$ cat src/rtl/fetch_stage.sv
// Instruction-fetch stage: owns the PC, drives a 1-cycle-latency instruction ROM,
// and delivers {inst, pc} words to decode with redirect, stall-skid and halt handling.
module fetch_stage #(
  parameter int unsigned       ADDR_W   = 16,
  parameter int unsigned       INST_W   = 16,
  parameter logic [ADDR_W-1:0] RESET_PC = '0
) (
  input  logic                     clk,
  input  logic                     rst,
  output logic [ADDR_W-1:0]        imem_addr,
  input  logic [INST_W-1:0]        imem_rdata,
  input  logic                     stall,
  input  logic                     do_branch,
  input  logic [ADDR_W-1:0]        branch_address,
  input  logic                     do_jump,
  input  logic [ADDR_W-1:0]        jump_address,
  output logic [INST_W+ADDR_W-1:0] to_inst,
  output logic                     inst_valid,
  output logic                     halted
);

  typedef enum logic {S_RUN, S_HALTED} state_e;

  state_e              state_q, state_d;
  logic [ADDR_W-1:0]   pc_q, pc_d;
  logic                req_valid_q, req_valid_d;
  logic [ADDR_W-1:0]   req_pc_q, req_pc_d;
  logic                skid_valid_q, skid_valid_d;
  logic [INST_W-1:0]   skid_inst_q, skid_inst_d;
  logic [ADDR_W-1:0]   skid_pc_q, skid_pc_d;
  logic                out_valid_q, out_valid_d;
  logic [INST_W-1:0]   out_inst_q, out_inst_d;
  logic [ADDR_W-1:0]   out_pc_q, out_pc_d;

  always_comb begin
    state_d      = state_q;
    pc_d         = pc_q;
    req_valid_d  = req_valid_q;
    req_pc_d     = req_pc_q;
    skid_valid_d = skid_valid_q;
    skid_inst_d  = skid_inst_q;
    skid_pc_d    = skid_pc_q;
    out_valid_d  = out_valid_q;
    out_inst_d   = out_inst_q;
    out_pc_d     = out_pc_q;

    if (do_branch || do_jump) begin
      pc_d         = do_branch ? branch_address : jump_address;
      req_valid_d  = 1'b0;
      skid_valid_d = 1'b0;
      out_valid_d  = 1'b0;
      out_inst_d   = '0;
      out_pc_d     = '0;
      state_d      = S_RUN;
    end else if (state_q == S_HALTED) begin
      req_valid_d  = 1'b0;
      skid_valid_d = 1'b0;
    end else if (stall) begin
      // PC is frozen while stalled, so at most the one in-flight word lands here.
      req_valid_d = 1'b0;
      if (req_valid_q) begin
        skid_valid_d = 1'b1;
        skid_inst_d  = imem_rdata;
        skid_pc_d    = req_pc_q;
      end
    end else begin
      pc_d         = pc_q + ADDR_W'(1);
      req_valid_d  = 1'b1;
      req_pc_d     = pc_q;
      skid_valid_d = 1'b0;
      if (skid_valid_q) begin
        out_valid_d = 1'b1;
        out_inst_d  = skid_inst_q;
        out_pc_d    = skid_pc_q;
      end else if (req_valid_q) begin
        out_valid_d = 1'b1;
        out_inst_d  = imem_rdata;
        out_pc_d    = req_pc_q;
      end else begin
        out_valid_d = 1'b0;
        out_inst_d  = '0;
        out_pc_d    = '0;
      end
      if (out_valid_d && (out_inst_d[INST_W-1 -: 4] == 4'b1111)) begin
        state_d = S_HALTED;
      end
    end
  end

  always_ff @(posedge clk) begin
    if (rst) begin
      state_q      <= S_RUN;
      pc_q         <= RESET_PC;
      req_valid_q  <= 1'b0;
      req_pc_q     <= '0;
      skid_valid_q <= 1'b0;
      skid_inst_q  <= '0;
      skid_pc_q    <= '0;
      out_valid_q  <= 1'b0;
      out_inst_q   <= '0;
      out_pc_q     <= '0;
    end else begin
      state_q      <= state_d;
      pc_q         <= pc_d;
      req_valid_q  <= req_valid_d;
      req_pc_q     <= req_pc_d;
      skid_valid_q <= skid_valid_d;
      skid_inst_q  <= skid_inst_d;
      skid_pc_q    <= skid_pc_d;
      out_valid_q  <= out_valid_d;
      out_inst_q   <= out_inst_d;
      out_pc_q     <= out_pc_d;
    end
  end

  assign imem_addr  = pc_q;
  assign to_inst    = {out_inst_q, out_pc_q};
  assign inst_valid = out_valid_q;
  assign halted     = (state_q == S_HALTED);

endmodule

$ cat config.mk
export PLATFORM = sky130hd
export DESIGN_NAME = fetch_stage
export DESIGN_NICKNAME = d
export VERILOG_FILES = /design/src/rtl/fetch_stage.sv
export SDC_FILE = /design/constraint.sdc
export NUM_CORES = 1
export LEC_CHECK = 0
export ABC_CLOCK_PERIOD_IN_PS = 4400
export BUFFER_PORTS_ARGS = -buffer_cell sky130_fd_sc_hd__buf_2
export CAP_MARGIN = 20
export CORE_UTILIZATION = 35
export DETAILED_ROUTE_END_ITERATION = 12
export HOLD_SLACK_MARGIN = 0.1
export SYNTH_ARGS = -nofsm -noshare
export SYNTH_HDL_FRONTEND = slang
export SYNTH_SLANG_ARGS = --single-unit
export TNS_END_PERCENT = 100
$ cat constraint.sdc
create_clock -name clk -period 4.4 [get_ports clk]
set_input_delay 0.44 -clock clk [delete_from_list [all_inputs] [get_ports clk]]
set_output_delay 0.44 -clock clk [all_outputs]
set_load 0.05 [all_outputs]
## Yosys cells after proc, flatten, opt, wreduce, memory -nomap -nowiden

Index checks and enable logic that the tools add are counted.

| storage, ports and cells | value |
|---|---|
| word-level logic and storage cells | 46 |
| bits of input ports | 53 |
| register bits | 100 |

| operators by class | value |
|---|---|
| $add $sub $neg | 1 |
| bitwise logic cells | 3 |
| multiplexer cells | 20 |
| equal/unequal tests | 3 |
| reductions and logical operators | 9 |

Operators by type and width:

| cell | number |
|---|---|
| two-way mux 16 bit | 11 |
| adder 16 x 1 -> 16 bit, second input constant | 1 |
| two-way mux 1 bit | 9 |
| equality test 4 bit, second input constant | 1 |
| inequality test 2 x 1 -> 1 bit, second input constant | 2 |
| AND reduction 2 bit | 2 |
| AND reduction 4 bit | 1 |
| OR reduction 4 bit | 1 |
| inverter 1 bit | 3 |
| AND reduction 3 bit | 1 |
| OR reduction 3 bit | 1 |
| OR reduction 2 bit | 1 |
| logical AND 1 bit | 1 |
| logical OR 1 bit | 1 |

## Longest topological paths before layout

Gate-level depths: netlist of run 1.

| depth | value |
|---|---|
| depth after elaboration | 10 |
| depth in mapped cells | 7 |

## Worst setup path before layout of run 1

No wires, ideal clock.

| path | value |
|---|---|
| path type | flip-flop to flip-flop |
| start | reg pc_q[0] (netlist: imem_addr[0]) |
| end | reg pc_q[14] (netlist: imem_addr[14]) |
| arrival | 1.962 ns |
| setup slack | 2.335 ns |
| required time | 4.297 ns |
| cell stages (with the launch flop) | 7 |
| cells stage by stage | dfxtp_1 ha_1 and4_1 buf_2 nand4_1 xor2_1 a2111oi_2 |

| between the ends | value |
|---|---|
| cells in the longest elaborated chain, start to end | 4 |

RTL lines:

| element | line | text |
|---|---|---|
| start: declaration | 25 | `logic [ADDR_W-1:0] pc_q, pc_d;` |
| start signal: assignment | 104 | `pc_q <= pc_d;` |
| adder 16 x 1 -> 16 bit | 67 | `pc_d = pc_q + ADDR_W'(1);` |
| two-way mux 16 bit | 58 | `end else if (stall) begin` |
| two-way mux 16 bit | 55 | `end else if (state_q == S_HALTED) begin` |
| two-way mux 16 bit | 47 | `if (do_branch \|\| do_jump) begin` |

Every way passes these cells. The select of a mux whose other input is x is not followed.
A chain may end at the register's enable or synchronous reset.

## Worst setup path in the final report of run 1

| path | value |
|---|---|
| start | in do_jump |
| end | reg pc_q[5] (netlist: imem_addr[5]) |

| between the ends | value |
|---|---|
| cells in the longest elaborated chain, start to end | 3 |

RTL lines:

| element | line | text |
|---|---|---|
| start: declaration | 15 | `input logic do_jump,` |
| logical OR 1 bit * | 47 |  |
| inequality test 2 x 1 -> 1 bit (no line) | -- |  |
| AND reduction 2 bit (no line) | -- |  |

Every way passes the cells marked *; elsewhere a longest branch is shown, timed or not.

==> flow_metrics.env, run 1 <==
export IMPL_power_per_cell_area_nw_per_um2=378.4
export IMPL_grtUsageMet3_pct=3.374
export IMPL_antennaDiodeCount=0
export IMPL_relSlewSlack_pct=38.27
export IMPL_dp_hpwl_mm=7.706
export IMPL_via_count=4114
export IMPL_layout_setup_ws_ns=1.964
export IMPL_yosys_warnings=0
export IMPL_syn2layout_area_growth_pct=20.30
export IMPL_post_route_period_util_pct=55.36
export IMPL_power_switching_mw=0.5237
export IMPL_slowest_stage="nor2_1"
export IMPL_postCtsHoldBufs=0
export IMPL_setup_viol=0
export IMPL_antenna_found_initial=0
export IMPL_start_util_pct=35.88
export IMPL_synth_nets=587
export IMPL_yosysUniqueCellTypes=54
export IMPL_p_seq_share_pct=48.7
export IMPL_cts_inserted_buffers=9
export IMPL_cts_root_buf="clkbuf_16"
export IMPL_dominantRegCellSynth="dfxtp_1"
export IMPL_syn_area_um2=4309
export IMPL_dieWidth_um=113.0
export IMPL_grt_pass1_wl_mm=19.12
export IMPL_final_setup_tns_ns=0
export IMPL_io_buffers=102
export IMPL_synth_area_leaders="dfxtp_1 46%, nand2_1 10%, a21oi_1 6.9%"
export IMPL_nNetsFinal=660
export IMPL_met2_usage_pct=28.15
export IMPL_r2r_slack_ns=2.08
export IMPL_grt_pass1_vias=3746
export IMPL_die_h_um=113.0
export IMPL_synth_commonest_cells="119 x nand2_1, 100 x dfxtp_1, 59 x a21oi_1"
export IMPL_drc=0
export IMPL_max_cap_viol_count=0
export IMPL_layout_drive_gt1_share_pct=22.30
export IMPL_p_sw_share_pct=26.70
export IMPL_critPathKind="input port to flop"
export IMPL_use_met1_pct=26.88
export IMPL_clock_sinks=100
export IMPL_insertion_delay_ns=0.33
export IMPL_yosysTopAreaCellShare_pct=46.46
export IMPL_slew_violations=0
export IMPL_seq_area_frac_synth_pct=46.46
export IMPL_start_kind="input port"
export IMPL_clk_pin_slew_ns=0.07
export IMPL_ant_nets=0
export IMPL_drt_iter0_drc=279
export IMPL_viasPerCell=5.435
export IMPL_end_kind="flop"
export IMPL_p_int_mw=1.438
export IMPL_leakagePower_nw=1.964
export IMPL_post_place_ws_ns=1.643
export IMPL_h_tree_depth=3
export IMPL_rows=40
export IMPL_worstPathCellList="buf_2 > nor2_1 > nand2_1 > or4_1 > a31oi_1"
export IMPL_post_cts_buffers=0
export IMPL_core_um2=12010
export IMPL_synth_most_common_cell="nand2_1"
export IMPL_cts_tree="done"
export IMPL_fmax_ghz=0.4105
export IMPL_wl_mm=11.68
export IMPL_p_clk_share_pct=39.7
export IMPL_ys_ff_latch=100
export IMPL_final_min_clock_period_ns=2.436
export IMPL_crit_fanout=22
export IMPL_syn_inst=533
export IMPL_grt_overflow=0
export IMPL_first_pass_iters=5
export IMPL_cp_num_buf_inv=1
export IMPL_cts_resized=0
export IMPL_io_pins=103
export IMPL_path_delay_family="simple AND/OR/NAND/NOR gates"
export IMPL_grt_setup_unrepaired="false"
export IMPL_worst_pin_slew_ns=0.9259
export IMPL_critPathArrivalTime_ns=2.69
export IMPL_gp_congestion=0.8087
export IMPL_synth_async_reset_ratio_pct=0
export IMPL_finalClockSkew_ns=0.008211
export IMPL_final_hold_viol_count=0
export IMPL_synth_edf_count=0
export IMPL_irDropWorstVdd_v=0.0002267
export IMPL_clk_path_buf_depth=2
export IMPL_synth_top_cell_by_area="dfxtp_1"
export IMPL_dieArea_um2=12760
export IMPL_max_stage_delay_ns=0.71
export IMPL_status="complete, no violations"
export IMPL_hp_class="input port to flop"
export IMPL_gr_max_usage_layer="met2"
export IMPL_combPwrFrac_pct=11.6
export IMPL_track_usage_pct=18.63
export IMPL_cp_required_ns=4.66
export IMPL_avgRoutedWirePerCell_um=15.42
export IMPL_avgSynthCellArea_um2=8.085
export IMPL_grt_max_degree=68
[layout by cell type, fill, tap and decap left out, types with 2 or more instances in the layout]
cell type  netlist  routed
o211ai_1         4       4
xor2_1           4       4
and4_1           3       3
a22oi_1          2       2
dfxtp_1        100     100
a41oi_1          2       2
nand4_1          7       7
buf_2           17     102
or3_1            2       2
o21ai_0         13      13
nor3_1          30      30
nand3b_1         2       2
or2_2            1       2
nand3_1          5       5
a21oi_1         59      59
nor3b_1          2       2
clkbuf_16        0       9
buf_16           0       2
nor4_1           4       4
buf_4            0       5
o22ai_1          8       8
mux2i_1          3       3
a211oi_1         7       7
nor2b_1          6       5
a221oi_1        28      28
inv_1            2       2
o221a_2          3       3
nor2_1          41      40
nand2b_1         3       3
nor2_4           1       2
xnor2_1          3       3
clkinv_2         0       2
nand2_1        119     119
[metrics by stage]
stage | std cells | util, % | power (mW) | hold WS (ns) | area (um^2)
3_3_place_gp | 740 | 40.28 | 1.198 | 0.4410 | 4838
2_1_floorplan | 533 | - | 1.129 | 0.4362 | 4309
3_5_place_dp | 742 | 40.74 | 1.203 | 0.4473 | 4893
5_1_grt | 757 | 43.16 | 2.040 | 0.3489 | 5184
4_1_cts | 757 | 43.16 | 1.980 | 0.3393 | 5184
6_report | 757 | 43.16 | 1.961 | 0.3436 | 5184
[worst reg2reg max path, stage by stage (launching register included)]
cell and delay, ns:
dfxtp_1 0.60, or2_2 0.81, nand2_1 0.41, a41oi_1 0.26, a211oi_1 0.10
[path summary, 6_finish.rpt]
check            startpoint        endpoint  cells past startpoint
min           imem_rdata[3]  skid_inst_q[3]                      3
max reg2reg          halted   imem_addr[12]                      4
max                 do_jump    imem_addr[5]                      5
min reg2reg  out_inst_q[14]  out_inst_q[14]                      2
[registers in the layout, indices dropped and copies added (netlist names)]
name	flops
req_pc_q	16
skid_pc_q	16
imem_addr	16
halted	1
out_inst_q	16
inst_valid	1
out_pc_q	16
skid_inst_q	16
skid_valid_q	1
req_valid_q	1
[area by class of cell]
| type | count | area (um^2) |
|---|---|---|
| well taps | 147 | 183.9 |
| fillers | 1252 | 6828 |
| repair buffers | 109 | 603.1 |
| flip-flops and latches | 100 | 2002 |
| clock buffers | 9 | 225.2 |
| clock inverters | 6 | 65.06 |
| inverters | 3 | 11.26 |
| multi-input cells | 383 | 2093 |
[kinds of logic (layout without fill, tap and decap cells)]
group           after synthesis  after routing  share of synthesized area, %
simple gates                231            231                         24.01
compound gates              140            140                         21.66
flops                       100            100                         46.46
buf+inv                      50            127                         5.197
xor+xnor                      7              7                         1.423
mux                           4              4                        0.9582
fa+ha+maj                     1              1                        0.2903
[per-layer routing]
| metal | share of wire [%] | vias to the layer above | wire [um] |
|---|---|---|---|
| li1 | - | 2047 | - |
| met1 | 48 | 1883 | 5576 |
| met2 | 44 | 170 | 5155 |
| met3 | 6.8 | 14 | 794 |
| met4 | 1.3 | 0 | 149 |
| met5 | 0 | - | 0 |
[power by group through the flow]
stage                     Combinational (mW)  Clock [mW]  Sequential [mW]
after floorplan                        0.108           0             1.02
after global placement                 0.224           0            0.975
after detailed placement               0.228           0            0.975
after CTS                              0.229       0.797            0.954
after global routing                   0.247       0.835            0.958
final                                  0.228       0.779            0.955
No activity file was read; power rests on OpenSTA's default activity.
==> run 2: changes to the inputs <==
Settings changed: ABC_AREA from default to 1, ABC_CLOCK_PERIOD_IN_PS 4400 to 2300.
Clock period 4.4 ns to 2.3 ns, I/O delays scaled along.
==> flow_metrics.env, run 2 <==
export IMPL_combPwrFrac_pct=11.8
export IMPL_max_cap_viol_count=0
export IMPL_synth_area_leaders="dfxtp_1 46%, o21ai_0 11%, nand2_1 10%"
export IMPL_synth_commonest_cells="122 x nand2_1, 108 x nor2_1, 100 x dfxtp_1"
export IMPL_clock_sinks=100
export IMPL_die_h_um=114.1
export IMPL_avgRoutedWirePerCell_um=13.33
export IMPL_leakagePower_nw=2.226
export IMPL_max_stage_delay_ns=0.52
export IMPL_syn_area_um2=4398
export IMPL_power_per_cell_area_nw_per_um2=722.5
export IMPL_syn_inst=611
export IMPL_final_common_cell="nand2_1"
export IMPL_post_cts_buffers=0
export IMPL_ant_nets=0
export IMPL_synth_top_cell_by_area="dfxtp_1"
export IMPL_rows=40
export IMPL_mostFrequentLayoutCells="122 x nand2_1, 107 x nor2_1, 102 x buf_2"
export IMPL_io_pins=103
export IMPL_start_kind="flop"
export IMPL_syn2layout_area_growth_pct=20.03
export IMPL_multiInputGateArea_um2=2058
export IMPL_r2r_slack_ns=0.58
export IMPL_track_usage_pct=18.35
export IMPL_critPathArrivalTime_ns=1.97
export IMPL_core_um2=12110
export IMPL_synth_most_common_cell="nand2_1"
export IMPL_drt_iter0_drc=290
export IMPL_dp_hpwl_mm=7.865
export IMPL_synth_nets=665
export IMPL_start_util_pct=36.31
export IMPL_h_tree_depth=3
export IMPL_synth_top_family_by_area="simple AND/OR/NAND/NOR gates"
export IMPL_viasPerCell=4.932
export IMPL_grt_pass1_vias=3865
export IMPL_yosys_warnings=0
export IMPL_p_clk_share_pct=39.9
export IMPL_cts_inserted_buffers=9
export IMPL_finalClockSkew_ns=0.006513
export IMPL_grt_overflow=0
export IMPL_cp_required_ns=2.56
export IMPL_via_count=4266
export IMPL_crit_fanout=23
export IMPL_power_switching_mw=1.017
export IMPL_grt_pass1_wl_mm=19.14
export IMPL_dieArea_um2=13020
export IMPL_end_kind="flop"
export IMPL_clk_path_buf_depth=2
export IMPL_dieWidth_um=114.1
export IMPL_antenna_found_initial=0
export IMPL_postCtsHoldBufs=0
export IMPL_cts_resized=0
export IMPL_synthSimpleGateAreaFrac_pct=24.47
export IMPL_worstPathCellList="nor2_2 > buf_4 > nand2_1 > a31oi_1"
export IMPL_gp_congestion=0.8298
export IMPL_cts_tree="done"
export IMPL_drc=0
export IMPL_synth_compound_area_share_pct=21.05
export IMPL_final_setup_tns_ns=0
export IMPL_layout_drive_gt1_share_pct=19.37
export IMPL_p_total_mw=3.814
export IMPL_critPathKind="flop to flop"
export IMPL_worst_pin_slew_ns=0.6698
export IMPL_seq_area_frac_synth_pct=45.52
export IMPL_slowest_stage="dfxtp_1"
export IMPL_first_pass_iters=4
export IMPL_post_route_period_util_pct=74.59
export IMPL_final_hold_viol_count=0
export IMPL_status="complete, no violations"
export IMPL_grt_max_degree=66
export IMPL_dominantRegCellSynth="dfxtp_1"
export IMPL_final_min_clock_period_ns=1.716
export IMPL_grt_setup_unrepaired="false"
export IMPL_synthXorXnorAreaFrac_pct=0.5974
export IMPL_synth_async_reset_ratio_pct=0
export IMPL_ys_ff_latch=100
export IMPL_p_seq_share_pct=48.3
export IMPL_hp_class="input port to flop"
export IMPL_fillers=1288
export IMPL_p_int_mw=2.796
export IMPL_p_sw_share_pct=26.68
export IMPL_wl_mm=11.53
export IMPL_io_buffers=102
export IMPL_synth_fa_ha_area_share_pct=0.2845
export IMPL_irDropWorstVdd_v=0.0003188
export IMPL_synth_edf_count=0
export IMPL_insertion_delay_ns=0.34
export IMPL_yosysTopAreaCellShare_pct=45.52
export IMPL_yosysUniqueCellTypes=36
export IMPL_cts_root_buf="clkbuf_16"
export IMPL_fmax_ghz=0.5829
export IMPL_muxShareOfSynthArea_pct=0.2276
export IMPL_avgSynthCellArea_um2=7.198
export IMPL_antennaDiodeCount=0
export IMPL_relSlewSlack_pct=55.29
export IMPL_setup_viol=0
export IMPL_clk_pin_slew_ns=0.07
export IMPL_regArea_um2=2002
export IMPL_nNetsFinal=746
export IMPL_slew_violations=0
-- run 2: cell count changes in the layout (fill, tap and decap cells not counted), sizes merged, moves of 7 or more --
cell	delta
a21oi	-34
a221oi	-28
a31oi	+30
inv	+32
nand3	+16
nor2	+71
nor3	-27
o21ai	+84
o22ai	-7
-- run 2: power groups by stage --
stage / combinational [mW] / clock, mW / sequential, mW
2_1_floorplan: 0.202 / 0 / 1.98
3_3_place_gp: 0.444 / 0 / 1.88
3_5_place_dp: 0.450 / 0 / 1.88
4_1_cts: 0.452 / 1.55 / 1.84
5_1_grt: 0.497 / 1.64 / 1.85
6_report: 0.451 / 1.52 / 1.84
-- run 2: stage by stage --
stage                     hold WS [ns]  std cells  area, um^2  setup slack, ns  util [%]
after global routing            0.1633        865        5279           0.3951     43.58
after floorplan                 0.2991        611        4398           0.6044         -
after detailed placement        0.4694        849        4976           0.3664     41.08
after CTS                       0.1513        865        5279           0.5645     43.58
final                           0.1619        865        5279           0.5845     43.58
after global placement          0.4625        849        4976           0.4558     41.08
-- run 2: logic make-up (layout without fill, tap and decap cells) --
group / after synthesis / count (layout)
and+or+nand+nor: 264 / 264
xor gates and xnor gates: 3 / 3
buffers and inverters: 73 / 159
AOI/OAI and AO/OA: 169 / 169
adders and majority gates: 1 / 1
muxes: 1 / 1
DFF: 100 / 100
-- run 2: worst max-delay path: cells and delay by family (launching register included) --
kind                   cells  cell delay [ns]
AO/OA/AOI/OAI              1             0.18
AND/OR/NAND/NOR            2             0.57
buffers and inverters      1             0.36
flip-flops                 1             0.52
-- run 2: layout make-up --
cell class | count | area share (%)
clock buffers | 11 | 4.598
clock inverters | 5 | 1.138
inverters | 34 | 2.465
multi-input cells | 438 | 38.99
flip-flops and latches | 100 | 37.92
well taps | 168 | 3.982
repair buffers | 109 | 10.90
-- run 2: worst paths after layout --
path | endpoint | from | cells past startpoint
max | out_pc_q[14] | skid_valid_q | 4
min | out_inst_q[1] | imem_rdata[1] | 3
max reg2reg | out_pc_q[14] | skid_valid_q | 4
min reg2reg | out_pc_q[9] | skid_pc_q[9] | 2
-- run 2: routing by layer --
metal  vias to the layer above  part of all wire [%]  global-route usage (%)
met3                        11                   5.1                   3.441
met2                       129                    43                   29.49
met5                         -                     0                       0
li1                       2190                     -                       -
met4                         0                   1.1                   5.195
met1                      1936                    51                   25.12
